File: src/rtl/load_arb_pkg.sv
// Shared types and constants for the load/debug port arbiter.
// Used by load_arb_id_fifo and load_port_arbiter.
package load_arb_pkg;

   localparam int   NUM_PORTS = 2;
   localparam logic PORT_SPI  = 1'b0;
   localparam logic PORT_DBG  = 1'b1;

   typedef enum logic [1:0] {
      LOAD  = 2'd0,
      DRAIN = 2'd1,
      RUN   = 2'd2
   } fetch_state_e;

   // Two-port round robin: the port at the pointer wins if it requests, else the other one.
   function automatic logic rr_pick(input logic [NUM_PORTS-1:0] req, input logic ptr);
      if (req[ptr]) return ptr;
      return ~ptr;
   endfunction

endpackage

File: src/rtl/load_arb_id_fifo.sv
// In-order FIFO of 1-bit requester IDs, one entry per outstanding memory transaction.
// Supports push and pop in the same cycle; pops while empty are dropped.
module load_arb_id_fifo #(
   parameter int DEPTH = 4,
   localparam int PTR_W = $clog2(DEPTH),
   localparam int CNT_W = PTR_W + 1
) (
   input  logic             clk,
   input  logic             rst_n,
   input  logic             push_i,
   input  logic             push_id_i,
   input  logic             pop_i,
   output logic             pop_id_o,
   output logic [CNT_W-1:0] count_o,
   output logic             full_o,
   output logic             empty_o
);

   logic             id_mem [DEPTH];
   logic [PTR_W-1:0] wr_ptr_q;
   logic [PTR_W-1:0] rd_ptr_q;
   logic [CNT_W-1:0] count_q;
   logic             do_push;
   logic             do_pop;

   assign full_o   = (count_q == CNT_W'(DEPTH));
   assign empty_o  = (count_q == '0);
   assign count_o  = count_q;
   assign pop_id_o = id_mem[rd_ptr_q];

   // A push into a full FIFO is only legal when the head leaves in the same cycle.
   assign do_push = push_i & (~full_o | pop_i);
   assign do_pop  = pop_i & ~empty_o;

   // NOTE: storage is deliberately not reset; only pointers and count define validity.
   always_ff @(posedge clk) begin
      if (do_push) id_mem[wr_ptr_q] <= push_id_i;
   end

   always_ff @(posedge clk or negedge rst_n) begin
      if (!rst_n) begin
         wr_ptr_q <= '0;
         rd_ptr_q <= '0;
         count_q  <= '0;
      end else begin
         if (do_push) wr_ptr_q <= wr_ptr_q + PTR_W'(1);
         if (do_pop)  rd_ptr_q <= rd_ptr_q + PTR_W'(1);
         case ({do_push, do_pop})
            2'b10:   count_q <= count_q + CNT_W'(1);
            2'b01:   count_q <= count_q - CNT_W'(1);
            default: count_q <= count_q;
         endcase
      end
   end

endmodule

File: src/rtl/load_port_arbiter.sv
// Round-robin sharing of the memory load port between the SPI loader and the JTAG bridge,
// response routing by ID FIFO, and core fetch-enable sequencing. Option: LOAD_ARB_SPI_LOCK_EN.
module load_port_arbiter
   import load_arb_pkg::*;
#(
   parameter int ADDR_W    = 32,
   parameter int DATA_W    = 32,
   parameter int MAX_OUTST = 4,
   localparam int BE_W     = DATA_W / 8
) (
   input  logic                              clk,
   input  logic                              rst_n,
   input  logic [NUM_PORTS-1:0]              req_i,
   input  logic [NUM_PORTS-1:0]              we_i,
   input  logic [NUM_PORTS-1:0][ADDR_W-1:0]  addr_i,
   input  logic [NUM_PORTS-1:0][DATA_W-1:0]  wdata_i,
   input  logic [NUM_PORTS-1:0][BE_W-1:0]    be_i,
   output logic [NUM_PORTS-1:0]              gnt_o,
   output logic [NUM_PORTS-1:0]              rvalid_o,
   output logic [DATA_W-1:0]                 rdata_o,
   output logic                              mem_req_o,
   output logic                              mem_we_o,
   output logic [ADDR_W-1:0]                 mem_addr_o,
   output logic [DATA_W-1:0]                 mem_wdata_o,
   output logic [BE_W-1:0]                   mem_be_o,
   input  logic                              mem_gnt_i,
   input  logic                              mem_rvalid_i,
   input  logic [DATA_W-1:0]                 mem_rdata_i,
   input  logic                              fetch_req_i,
   output logic                              fetch_enable_o
);

   localparam int CNT_W = $clog2(MAX_OUTST) + 1;

   fetch_state_e      state_q;
   logic              rr_ptr_q;
   logic              hold_q;
   logic              hold_id_q;
   logic [NUM_PORTS-1:0] req_masked;
   logic              winner_valid;
   logic              winner_id;
   logic              handshake;
   logic              pop_valid;
   logic              pop_id;
   logic [CNT_W-1:0]  outst_cnt;
   logic              fifo_full;
   logic              fifo_empty;

   // NOTE: every signal assigned in always_comb gets a default first so no latch is inferred.
   always_comb begin
      req_masked = req_i;
`ifdef LOAD_ARB_SPI_LOCK_EN
      // Code memory is frozen from the SPI side once the core is running.
      if (state_q == RUN) req_masked[PORT_SPI] = 1'b0;
`endif
   end

   // A stalled request keeps its winner so the presented fields cannot switch under the memory.
   assign winner_valid = hold_q | (|req_masked);
   assign winner_id    = hold_q ? hold_id_q : rr_pick(req_masked, rr_ptr_q);
   assign mem_req_o    = winner_valid & ~fifo_full;
   assign handshake    = mem_req_o & mem_gnt_i;
   assign pop_valid    = mem_rvalid_i & ~fifo_empty;
   assign rdata_o      = mem_rdata_i;

   always_comb begin
      mem_we_o    = 1'b0;
      mem_addr_o  = '0;
      mem_wdata_o = '0;
      mem_be_o    = '0;
      gnt_o       = '0;
      if (mem_req_o) begin
         mem_we_o    = we_i[winner_id];
         mem_addr_o  = addr_i[winner_id];
         mem_wdata_o = wdata_i[winner_id];
         mem_be_o    = be_i[winner_id];
      end
      if (handshake) gnt_o[winner_id] = 1'b1;
   end

   always_comb begin
      rvalid_o           = '0;
      rvalid_o[PORT_SPI] = pop_valid & (pop_id == PORT_SPI);
      rvalid_o[PORT_DBG] = pop_valid & (pop_id == PORT_DBG);
   end

   load_arb_id_fifo #(
      .DEPTH (MAX_OUTST)
   ) u_id_fifo (
      .clk       (clk),
      .rst_n     (rst_n),
      .push_i    (handshake),
      .push_id_i (winner_id),
      .pop_i     (mem_rvalid_i),
      .pop_id_o  (pop_id),
      .count_o   (outst_cnt),
      .full_o    (fifo_full),
      .empty_o   (fifo_empty)
   );

   always_ff @(posedge clk or negedge rst_n) begin
      if (!rst_n) begin
         rr_ptr_q  <= PORT_SPI;
         hold_q    <= 1'b0;
         hold_id_q <= PORT_SPI;
      end else begin
         if (handshake) rr_ptr_q <= ~winner_id;
         hold_q    <= mem_req_o & ~mem_gnt_i;
         hold_id_q <= winner_id;
      end
   end

   // Fetch enable is registered from the state, so it trails RUN entry and exit by one cycle.
   always_ff @(posedge clk or negedge rst_n) begin
      if (!rst_n) begin
         state_q        <= LOAD;
         fetch_enable_o <= 1'b0;
      end else begin
         fetch_enable_o <= (state_q == RUN);
         case (state_q)
            LOAD:    if (fetch_req_i) state_q <= DRAIN;
            DRAIN:   if ((outst_cnt == '0) && !mem_req_o) state_q <= RUN;
            RUN:     if (!fetch_req_i) state_q <= LOAD;
            default: state_q <= LOAD;
         endcase
      end
   end

`ifndef SYNTHESIS
   stray_rvalid_a: assert property (@(posedge clk) disable iff (!rst_n)
                                    !(mem_rvalid_i && fifo_empty))
      else $warning("load_port_arbiter: response with nothing outstanding was dropped");
`endif

endmodule

File: config.mk
export PLATFORM = sky130hd
export DESIGN_NAME = load_port_arbiter
export DESIGN_NICKNAME = d
export VERILOG_FILES = /design/src/rtl/load_arb_pkg.sv /design/src/rtl/load_arb_id_fifo.sv /design/src/rtl/load_port_arbiter.sv
export SDC_FILE = /design/constraint.sdc
export NUM_CORES = 1
export LEC_CHECK = 0
export CORE_AREA = 2 2 111 113
export DETAILED_ROUTE_END_ITERATION = 7
export DIE_AREA = 0 0 113 115
export SYNTH_ARGS = -nofsm -noshare
export SYNTH_HDL_FRONTEND = slang
export SYNTH_SLANG_ARGS = --single-unit
File: constraint.sdc
create_clock -name clk -period 3.4 [get_ports clk]
set_input_delay 0.85 -clock clk [delete_from_list [all_inputs] [get_ports clk]]
set_output_delay 0.85 -clock clk [all_outputs]
set_load 0.02 [all_outputs]
=== Word level (Yosys, flattened, before mapping) ===
Memories as Yosys holds them, arrays and structs flattened.
Index checks and enable logic that the tools add are counted.

* Word-level logic and storage cells: 75
* Bits in registers: 13
* Bits in read-only memories: 0
* Output and inout port bits: 107
* Bits of input ports: 177
* Memories kept: 1
* Bits in latches: 0
* RAM bits: 4

{| class="wikitable"
|+ Memory list
! memory !! words !! bits a word !! rd ports !! clocked after memory_dff !! write ports !! RTL line !! RTL
|-
| u_id_fifo.id_mem || 4 || 1 || 1 || 0 || 1 || load_arb_id_fifo.sv:19 || <nowiki>logic id_mem [DEPTH];</nowiki>
|}

* Shift-type cells: 0
* Add/sub/neg operators: 4
* Multiplexer cells: 28
* Multiply operators: 0
* Divide/modulo/power cells: 0
* Equal/unequal tests: 8
* Reduce and logical (&&, ||, !) cells: 8
* Bitwise logic cells: 15
* Magnitude comparators: 3

{| class="wikitable"
|+ Operator list
! operator !! count
|-
| 2-to-1 mux 32 bit || 6
|-
| 2-to-1 mux 1 bit || 12
|-
| 2-to-1 mux 4 bit || 3
|-
| 2-to-1 mux 2 bit || 4
|-
| bitwise AND 1 bit || 7
|-
| inequality test 2 bit, second input constant || 3
|-
| inverter 1 bit || 6
|-
| case mux 2 bit (3 select lines) || 1
|-
| case mux 3 bit (2 select lines) || 1
|-
| adder 2 x 1 -> 2 bit, second input constant || 2
|-
| equality test 2 x 1 -> 1 bit, second input constant || 2
|-
| equality test 2 bit, second input constant || 2
|-
| < comparator 1 x 2 -> 1 bit, second input constant || 2
|-
| adder 3 x 1 -> 3 bit, second input constant || 1
|-
| equality test 3 bit, second input constant || 1
|-
| zero test 3 bit || 1
|-
| AND reduction 3 bit || 1
|-
| subtractor 3 x 1 -> 3 bit, second input constant || 1
|-
| logical AND 1 bit || 2
|-
| zero test 2 bit || 1
|-
| OR 1 bit || 2
|-
| nonzero test 2 bit || 1
|-
| OR reduction 2 bit || 1
|-
| demux 1 bit (select 1 bit) || 1
|-
| other kinds (2) || 2
|}

=== Depth between registers and ports, before layout ===
* Word-level depth: 10
* Mapped depth: 9

=== Hierarchy ===
Synthesis repeated with hierarchy kept, for this count alone.

* Cell total of the unflattened synthesis: 603
* Area, all modules: 4,494.3 um^2

{| class="wikitable"
|+ Modules (own cells, without submodules)
! module !! seq. area each (um^2) !! instances !! cells an instance !! area each (um^2)
|-
| load_port_arbiter || 150.1 || 1 || 560 || 3,913.8
|-
| load_arb_id_fifo || 295.3 || 1 || 43 || 580.6
|}

=== Least setup slack after synthesis ===
No wires, ideal clock.

* Path type: input to output
* From: in req_i[1]
* To: out mem_addr_o[10]
* Buffers on the path: 1
* Required time: 2,550 ps
* Arrival: 1,959 ps
* Slack: 591 ps
* Stages on the path: 5
* Path through: nand2b_1 a31oi_4 buf_6 nand2_1 a21oi_1

* Word-level cells in the longest chain between the ends: 8
* Elaborated cells between the ends (all ways): 11

{| class="wikitable"
|+ Ends and longest elaborated chain
! item !! RTL line !! RTL
|-
| start: declaration || load_port_arbiter.sv:13 || <nowiki>input logic [NUM_PORTS-1:0] req_i,</nowiki>
|-
| 2-to-1 mux 1 bit (not written as such) (2 in series) || load_arb_pkg.sv:17 || <nowiki>if (req[ptr]) return ptr;</nowiki>
|-
| 2-to-1 mux 1 bit || load_arb_pkg.sv:17 ||
|-
| 2-to-1 mux 1 bit || load_arb_pkg.sv:18 || <nowiki>return ~ptr;</nowiki>
|-
| 2-to-1 mux 1 bit || load_port_arbiter.sv:60 || <nowiki>assign winner_id = hold_q ? hold_id_q : rr_pick(req_masked, rr_ptr_q);</nowiki>
|-
| 2-to-1 mux 32 bit (not written as such) (2 in series) || load_port_arbiter.sv:74 || <nowiki>mem_addr_o = addr_i[winner_id];</nowiki>
|-
| 2-to-1 mux 32 bit (*) || load_port_arbiter.sv:72 || <nowiki>if (mem_req_o) begin</nowiki>
|-
| end: declaration || load_port_arbiter.sv:23 || <nowiki>output logic [ADDR_W-1:0] mem_addr_o,</nowiki>
|}

Mark *: on every way between the ends. The rest lies on a longest branch, timed or not. The select of a mux whose other input is x is not followed.

=== Final worst setup path ===
* From: in req_i[0]
* To: out mem_wdata_o[21]

* Word-level cells in the longest chain between the ends: 8
* Elaborated cells between the ends (all ways): 11

{| class="wikitable"
|+ Ends and longest elaborated chain
! item !! RTL line !! RTL
|-
| 2-to-1 mux 1 bit (not written as such) (2 in series) || load_arb_pkg.sv:17 ||
|-
| 2-to-1 mux 1 bit || load_arb_pkg.sv:17 ||
|-
| 2-to-1 mux 1 bit || load_arb_pkg.sv:18 ||
|-
| 2-to-1 mux 1 bit || load_port_arbiter.sv:60 ||
|-
| 2-to-1 mux 32 bit (not written as such) (2 in series) || load_port_arbiter.sv:75 || <nowiki>mem_wdata_o = wdata_i[winner_id];</nowiki>
|-
| 2-to-1 mux 32 bit (*) || load_port_arbiter.sv:72 ||
|-
| end: declaration || load_port_arbiter.sv:24 || <nowiki>output logic [DATA_W-1:0] mem_wdata_o,</nowiki>
|}

Marks and branches as above.

==> metrics.csv <==
stage;metric;value;unit
run_status;status;finished, violations left;
run_status;failing checks;DRC;
routing;Iter 0 DRT Violations;129;
floorplanning;Core ar.;11800;um2
yosys;Mapped Cells;331;
layout;layout cell share with drive strength beyond 1;20.9;%
routing;Post-Route WL;9920;um
routing;wl on met1;3750;um
timing;Pins Over Slew Limit;0;
power_and_ir_drop;Leak;1.92;nW
global_routing;first-pass GRT wire length;14100;um
routing;Pre-antenna DRT Iters;6;
worst_setup_path;Critical Path Start Type;primary input;
timing;relative slew slack;61.0;%
clock_network;CTS root buf;clkbuf_16;
worst_setup_path;CP Capture Type;output pin;
routing;DRC;40;
clock_network;clock-pin slew on the worst setup and hold paths;50;ps
routing;DR WL met3;958;um
timing;Hold Violations, Final;0;
routing;DR vias/cell;4.28;
worst_setup_path;CP Data Required Time;2550;ps
timing;Fin Hold WS;458;ps
placed_design;DP HPWL;8370;um
routing;Vias;2882;
power_and_ir_drop;PwrDens;775;nW/um2
routing;Detail Route Antenna Nets;0;
timing;period utilization;99.1;%
timing;Period minus WS final;3370;ps
clock_network;Worst-Skew Late Latency;240;ps
yosys;Synth Area per Inst;6.49;um2
global_routing;largest net degree at the start of global routing;41;
timing;Final Setup Violations;0;
global_routing;gr usage total;13.5;%
floorplanning;Die Footprint;13000;um2
global_routing;vias in the first global route;2824;
clock_network;clk sinks;17;
clock_network;CTS tree;built;
floorplanning;chip width;113;um
yosys;synth warn;0;
power_and_ir_drop;VDD IR max;370;uV
routing;wire per inst;14.7;um
yosys;Seq cells post-synth;17;
timing;Clock Skew;3.05;ps
yosys;synthesized area;2150;um2
timing;RSZ-0062 raised after global routing;yes;
worst_setup_path;Crit Path Category;in2out;
floorplanning;initial core utilization;18.2;%
clock_network;TritonCTS buffer count;3;
global_routing;initial antenna violation count;1;
layout;Final nets;710;
placed_design;IO buf count;219;
global_routing;grt ovf;0;
clock_network;CTS max path bufs;2;
yosys;Mapped Nets;514;
worst_setup_path;data arrival time of the critical path;2520;ps
routing;top sig layer;met4;
worst_setup_path;Crit Path Max Fanout;14;
floorplanning;I/O pins;284;
worst_hold_path;Hold Path Class;reg2reg;
layout;Layout area overhead;95.7;%
floorplanning;row cnt;40;
job;max_cap viols;0;
routing;met2 WL;5100;um
clock_network;H-tree depth;1;
power_and_ir_drop;Tot Pwr;3.26;mW
yosys;Cell variety after synth;32;
yosys;Seq/Total Area, Yosys;20.7;%
timing;Peak Freq;0.297;GHz
timing;Slew @ Worst Pin;584;ps
placed_design;global placer's final weighted congestion;0.794;
floorplanning;die height;115;um
[what timing repair did]
| action | in CTS | in global routing |
|---|---|---|
| buffers inserted | 0 | 0 |
| hold endpoints to repair | 0 | 0 |
| hold buffers | 0 | 0 |
| setup endpoints to repair | 71 | 52 |
| gates resized for setup | 230 | 48 |
[cell families after synthesis]
kind of cell,synth area share (%)
xor gates and xnor gates,2.45
and+or+nand+nor,29.9
DFF,20.7
muxes,2.04
adders and majority gates,3.84
buffers and inverters,22.0
AOI/OAI and AO/OA,19.0
[state kept, by name, summed over array words and instances, names as in the netlist]
signal / cells
u_id_fifo.id_mem: 4
u_id_fifo.count_o: 3
state_q: 2
u_id_fifo.rd_ptr_q: 2
u_id_fifo.wr_ptr_q: 2
fetch_enable_o: 1
hold_id_q: 1
hold_q: 1
rr_ptr_q: 1
[path summary, 6_finish.rpt]
kind,start,end,slack [ps],depth (start not counted)
max in group asynchronous,rst_n,hold_q,2040,1
max,req_i[0],mem_wdata_o[21],30,8
max reg2reg,hold_q,u_id_fifo.count_o[2],1290,10
min in group asynchronous,rst_n,u_id_fifo.count_o[1],980,1
min,state_q[1],state_q[0],460,1
min reg2reg,state_q[1],state_q[0],460,1
[per-layer routing]
layer | global-route usage (%) | vias up
li1 | - | 1425
met1 | 16.3 | 1292
met2 | 24.7 | 153
met3 | 3.27 | 12
met4 | 2.60 | 0
met5 | 0 | -
[stage by stage]
step                worst slack, ps  setup TNS (ps)  cell area (um2)  util, %  instances
floorplan                       591               0             2150        -        331
global placement               -409          -23400             4360     36.9        669
detailed placement             -424          -24610             4360     36.9        669
CTS                           -10.4           -23.7             4370     37.0        673
global route                  -68.6            -393             4200     35.6        673
finish                         29.9               0             4210     35.6        674
[critical path: stages]
cell,delay (ps)
clkdlybuf4s50_1,530
nand2b_4,70
a31oi_4,230
buf_6,210
buf_4,160
nand2_1,50
a21oi_1,140
clkdlybuf4s15_2,280
[cells in the final DEF, fill, tap and decap left out, drive strengths merged]
cell             n
a211o            1
a21o             2
a21oi           69
a22o             1
a311oi           1
a31oi            1
and2             2
and3             4
buf             82
clkbuf           8
clkdlybuf4s15   10
clkdlybuf4s50  147
dfrtp           13
diode            1
dlygate4sd2      2
edfxtp           4
fa               1
ha               5
inv             10
mux2             1
mux2i            1
mux4             1
nand2          140
nand2b           3
nor2             8
nor2b            1
nor3             2
xnor2            4
xor2             2
[power breakdown]
part           switching, mW  internal (mW)
clock                 0.0698          0.159
sequential            0.0672          0.294
combinational           1.55           1.12
[Yosys cell counts]
cell type | instances | area (um2)
nand2_1 | 140 | 526
a21oi_1 | 69 | 345
buf_4 | 32 | 240
buf_6 | 14 | 158
dfrtp_1 | 13 | 325
inv_1 | 8 | 30.0
nor2_1 | 7 | 26.3
clkbuf_1 | 6 | 22.5
ha_1 | 5 | 62.6
and3_1 | 4 | 25.0
edfxtp_1 | 4 | 120
xnor2_1 | 4 | 35.0
a21o_1 | 2 | 15.0
and2_1 | 2 | 12.5
buf_2 | 2 | 10.0
nand2b_1 | 2 | 12.5
xor2_1 | 2 | 17.5
a211o_1 | 1 | 8.76
a22o_1 | 1 | 8.76
a311oi_1 | 1 | 8.76
a31oi_4 | 1 | 21.3
fa_1 | 1 | 20.0
inv_2 | 1 | 3.75
inv_6 | 1 | 8.76
mux2_1 | 1 | 11.3
mux2i_1 | 1 | 10.0
mux4_2 | 1 | 22.5
nand2b_4 | 1 | 13.8
nor2_2 | 1 | 6.26
nor2b_1 | 1 | 6.26
nor3_1 | 1 | 5.00
nor3_2 | 1 | 10.0
[layout make-up]
cell class              count  area (um2)
fillers                  1291        7610
repair buffers            245        2210
multi-input cells         250        1250
flip-flops and latches     17         445
well taps                 147         184
clock buffers               4        78.8
inverters                  10        42.5
diodes                      1        2.50
(Power assumes the default switching activity.)
